$ cat config.mk
export PLATFORM = sky130hd
export DESIGN_NAME = hazard_detection_unit
export DESIGN_NICKNAME = d
export VERILOG_FILES = /design/src/rtl/hazard_detection_unit.sv
export SDC_FILE = /design/constraint.sdc
export NUM_CORES = 1
export LEC_CHECK = 0
export ABC_AREA = 0
export BUFFER_PORTS_ARGS = -buffer_cell sky130_fd_sc_hd__buf_2
export CAP_MARGIN = 30
export CORE_ASPECT_RATIO = 0.5
export CORE_UTILIZATION = 56
export DETAILED_ROUTE_END_ITERATION = 6
export PLACE_DENSITY = 0.84
export RECOVER_POWER = 25
export SYNTH_ARGS = -nofsm -noshare
export SYNTH_HDL_FRONTEND = slang
export SYNTH_SLANG_ARGS = --single-unit
$ cat constraint.sdc
create_clock -name clk -period 3.17 [get_ports clk]
set_input_delay 0.1585 -clock clk [delete_from_list [all_inputs] [get_ports clk]]
set_output_delay 0.1585 -clock clk [all_outputs]
set_load 0.01 [all_outputs]
$ cat src/rtl/hazard_detection_unit.sv
// ID-stage hazard controller: stalls on load-use and busy-MDU hazards, flushes on
// taken branches, and keeps a saturating count of stall cycles.
module hazard_detection_unit #(
    parameter int MDU_LATENCY = 32,
    parameter int CNT_WIDTH   = 32
) (
    input  logic                 clk,
    input  logic                 reset,
    input  logic [4:0]           IF_ID_RegisterRs,
    input  logic [4:0]           IF_ID_RegisterRt,
    input  logic                 IF_ID_UsesRs,
    input  logic                 IF_ID_UsesRt,
    input  logic                 IF_ID_ReadsHiLo,
    input  logic                 IF_ID_StartsMdu,
    input  logic                 ID_EX_MemRead,
    input  logic [4:0]           ID_EX_RegisterRt,
    input  logic                 Branch_Taken,
    output logic                 PCWrite,
    output logic                 IF_ID_Write,
    output logic                 IF_ID_Flush,
    output logic                 ID_EX_Flush,
    output logic                 MduBusy,
    output logic [CNT_WIDTH-1:0] StallCount
);

    localparam int MduCntWidth = $clog2(MDU_LATENCY + 1);

    logic [MduCntWidth-1:0] mduCnt;
    logic                   loadUse;
    logic                   mduHaz;
    logic                   stall;
    logic                   issue;

    // A load into $zero never produces a usable value, so it never forces a stall.
    always_comb begin
        loadUse = ID_EX_MemRead && (ID_EX_RegisterRt != 5'd0) &&
                  ((IF_ID_UsesRs && (IF_ID_RegisterRs == ID_EX_RegisterRt)) ||
                   (IF_ID_UsesRt && (IF_ID_RegisterRt == ID_EX_RegisterRt)));
        MduBusy     = (mduCnt != '0);
        mduHaz      = MduBusy && (IF_ID_ReadsHiLo || IF_ID_StartsMdu);
        stall       = !reset && !Branch_Taken && (loadUse || mduHaz);
        issue       = IF_ID_StartsMdu && !stall && !Branch_Taken && !reset;
        PCWrite     = !stall;
        IF_ID_Write = !stall;
        ID_EX_Flush = stall || Branch_Taken || reset;
        IF_ID_Flush = Branch_Taken || reset;
    end

    // A second MDU op is held by mduHaz while busy, so a reload never lands mid-count.
    always_ff @(posedge clk) begin
        if (reset) begin
            mduCnt     <= '0;
            StallCount <= '0;
        end else begin
            if (issue) begin
                mduCnt <= MduCntWidth'(MDU_LATENCY);
            end else if (mduCnt != '0) begin
                mduCnt <= mduCnt - MduCntWidth'(1);
            end
            if (stall && (StallCount != '1)) begin
                StallCount <= StallCount + CNT_WIDTH'(1);
            end
        end
    end

endmodule

==> After elaboration in Yosys (flattened, before gate mapping) <==
Index checks and enable logic that the tools add are counted.
{ "word_totals": {"input_bits": 23, "register_bits": 38, "output_inout_bits": 37} }
{ "classes": {"add_sub_neg": 2, "eq_ne": 3, "n_reduce_logical": 24, "muxes": 2} }
{ "op_table": {"columns": ["operator", "count"], "rows": [
  ["adder 32 x 1 -> 32 bit, second input constant", 1],
  ["!= test 32 bit, second input constant", 1],
  ["2-to-1 mux 6 bit", 2],
  ["logical AND 1 bit", 11],
  ["equality test 5 bit", 2],
  ["logical OR 1 bit", 6],
  ["nonzero test 6 bit", 1],
  ["subtractor 6 x 1 -> 6 bit, second input constant", 1],
  ["nonzero test 5 bit", 1],
  ["zero test 1 bit", 3],
  ["nonzero test 2 bit", 1],
  ["OR reduction 2 bit", 1]
]} }

==> Logic depth before layout (Yosys ltp) <==
{ "logic_depth": {"ltp_word": 11, "depth_mapped": 10, "depth_no_buf": 8} }

==> Worst setup path before layout <==
No wires, ideal clock.
{ "synth_timing": {"path_kind": "register -> register", "start": "register mduCnt[0]", "end": "register StallCount[28]", "arrival_time_ns": 1.969, "setup_slack_ns": 1.130, "n_path_buf": 2, "path_stages_with_launch": 11, "cell_sequence": "dfxtp_1 inv_1 ha_1 and2_1 buf_2 nor2_4 o21ai_2 or3_1 buf_2 or3_1 a21oi_1"} }
{ "synth_via": {"elab_chain_cells": 5} }
{ "synth_rtl": {"columns": ["element", "line", "rtl"], "rows": [
  ["start, declared", "28", "logic [MduCntWidth-1:0] mduCnt;"],
  ["start signal, assigned", "56", "mduCnt <= MduCntWidth'(MDU_LATENCY);"],
  ["start signal, assigned", "58", "mduCnt <= mduCnt - MduCntWidth'(1);"],
  ["nonzero test 6 bit", "39", "MduBusy = (mduCnt != '0);"],
  ["logical AND 1 bit", "40", "mduHaz = MduBusy && (IF_ID_ReadsHiLo || IF_ID_StartsMdu);"],
  ["logical OR 1 bit", "41", "stall = !reset && !Branch_Taken && (loadUse || mduHaz);"],
  ["logical AND 1 bit", "41", null],
  ["logical AND 1 bit", "60", "if (stall && (StallCount != '1)) begin"],
  ["end signal, assigned", "61", "StallCount <= StallCount + CNT_WIDTH'(1);"],
  ["end, declared", "23", "output logic [CNT_WIDTH-1:0] StallCount"]
]} }
Every way passes these cells.
A chain may end at the register's enable or synchronous reset.

==> Final worst setup path <==
{ "layout_timing": {"start": "register mduCnt[5]", "end": "register StallCount[11]"} }
The elaborated chain is that of the path after synthesis.

==> results.cfg <==
[grt]
grt_pass1_wl_um = 7452
grt_pass1_vias = 1768
antenna_found_initial = 0
grt_start_max_net_pins = 43
grt_use_total = 0.2459
grt_overflow = 0

[synth]
synth.avg_cell_area_sq_um = 8.243
synth-seq-area-share = 0.3619
synth_fp_nets = 281
async_flop_share = 0
netlist_instances = 255
ys_types = 42
synth-edff-count = 0
synth_warnings = 0
yosys_register_bits = 38
synth_ff_type = dfxtp_1
syn_area_sq_um = 2102

[timing]
drv_slew = 0
max_freq_mhz = 419.3
tns_ns = 0
finClkSkew_ns = 0.005875
whs_ns = 0.2574
fin_crit_ns = 2.385
worst_slack_ns = 0.7851
slew_headroom = 0.7305
worst_slew_pin_slew_ns = 0.4042
finalCritPeriodShare = 0.7523
rsz0062_at_grt = false
hold_viol = 0
setup_viol = 0

[finish]
area_growth_pct = 20.71
nets = 337
n_fill_cell = 276
multi_input_area_sq_um = 1255
finalNonFillerCells = 363
drive_above_1_share = 0.2083
diodes = 0
seq_area_sq_um = 760.7

[drt]
routed_wl_um = 4568
wl_met3_um = 320
viasPerCell = 5.518
drt-pass1-iter-count = 4
vias = 2003
drc_errors = 0
met2WireLength_um = 2134
wl_per_cell_um = 12.58
drt_iter0_drc = 150
drt-met1-wl_um = 2073
route.top_layer_used = met4
ant_nets = 0

[clock_tree]
cts_max_level = 2
cts_hold_buf = 0
cts_max_path_buffers = 2
clkLatencyLatePin_ns = 0.29
clock-sinks = 38
numCtsBuffers = 5
cts_resized = 0
cts_tree = done
clk_pin_slew_ns = 0.07
root_buffer = clkbuf_8
postCtsSetupRepairBufs = 0

[critical_path]
crit_fanout = 16
r2r-end = StallCount[11]
cp.required_ns = 3.36
rr_worst_depth = 8
crit_path_start_kind = flip-flop
cp-end-kind = flip-flop
critical_path_class = flip-flop to flip-flop
r2r_slack_ns = 0.79
critical_path_arrival_ns = 2.57
reg2reg_from = mduCnt[5]
crit_path_start = mduCnt[5]

[min_path]
hold_path.class = input pin to flip-flop
hold_depth = 4
worstHoldEndpoint = mduCnt[5]
hp-start = Branch_Taken

[die]
die_h_um = 45.32
num_rows = 15
io_pins = 60
die_x_um = 88.65
core_area_sq_um = 3510
die_area_sq_um = 4017
start_util = 0.5989

[placed_design]
dp.cells = 355
gp_congestion = 0.8270
place_ws_ns = 0.7995
dp_hpwl_um = 3418
io_buffers = 59

[pwr]
ir_drop_v = 0.0003440
power_density_nw_per_um2 = 541.0
leakage_nw = 0.9393

[flow_run]
max_cap_viol_count = 0

[outcome]
status = complete, no violations
sequential cells by signal (all words and copies together), names as in the netlist:
signal,count
StallCount,32
mduCnt,6
layout make-up:
cell class,instances,share of cell area
repair buffers,61,0.1139
flip-flops and latches,38,0.2998
clock buffers,6,0.03254
multi-input cells,198,0.4946
clock inverters,2,0.02367
well taps,51,0.02515
inverters,7,0.01036
per-layer routing:
metal | GRT usage | vias to the layer above
li1 | - | 1009
met1 | 0.3093 | 906
met2 | 0.4231 | 83
met3 | 0.05119 | 5
met4 | 0.09677 | 0
met5 | 0 | -
per-stage QoR:
step	utilization	power, mW	instance area, sq um
after global placement	0.6884	0.8626	2416
after detailed placement	0.6884	0.8744	2416
after global routing	0.7230	1.436	2537
after CTS	0.7291	1.382	2559
after floorplan	-	0.7993	2102
final	0.7230	1.373	2537
critical path, cell delays in order (launching register included):
cell	delay, ns
dfxtp_1	0.33
nor4_1	0.37
and2_1	0.32
nor2_4	0.07
o21ai_2	0.35
buf_4	0.28
nor3_1	0.11
nand3_1	0.11
mux2_2	0.33
cell families after synthesis:
group / share of synthesized area
AO/OA/AOI/OAI: 0.06190
XOR/XNOR: 0.1500
buffers and inverters: 0.04107
AND/OR/NAND/NOR: 0.3512
adder cells (fa/ha/maj): 0.01786
flip-flops: 0.3619
multiplexers: 0.01607
worst max path at each step:
stage / endpoint / slack (ns) / depth (start not counted)
after floorplan: StallCount[28] / 1.13 / 10
after global routing: StallCount[4] / 0.63 / 8
final: StallCount[11] / 0.79 / 8
after CTS: StallCount[11] / 0.80 / 8
after global placement: StallCount[11] / 0.92 / 8
after detailed placement: StallCount[11] / 0.80 / 8
Yosys cell counts (all sizes together) (4+ instances only):
| cell | count | area [sq um] |
|---|---|---|
| a21oi | 8 | 40.04 |
| buf | 5 | 27.53 |
| clkbuf | 6 | 22.52 |
| dfxtp | 38 | 760.7 |
| inv | 7 | 26.28 |
| nand2 | 20 | 82.58 |
| nand3 | 10 | 50.05 |
| nand4 | 10 | 62.56 |
| nor2 | 38 | 150.1 |
| nor2b | 4 | 25.02 |
| nor3 | 14 | 92.59 |
| nor4 | 12 | 75.07 |
| o21ai | 7 | 38.78 |
| or3 | 8 | 50.05 |
| xnor2 | 33 | 289.0 |
where the power goes:
| group | internal (mW) | switching (mW) | leakage [nW] |
|---|---|---|---|
| clock network | 0.336 | 0.169 | 0.0714 |
| registers | 0.514 | 0.0340 | 0.308 |
| logic | 0.137 | 0.183 | 0.560 |
| total | 0.986 | 0.386 | 0.939 |
cells in the final DEF, fill, tap and decap left out, types with 4 or more instances in the layout:
master    instances
buf_2            42
dfxtp_1          38
nor2_1           37
xnor2_1          33
nand2_1          19
clkbuf_1         17
nor4_1           12
nor3_1           12
nand4_1          10
nand3_1          10
a21oi_1           8
or3_1             8
inv_1             7
clkbuf_8          6
o21ai_0           5
nor2b_1           4
(Power assumes the default switching activity.)
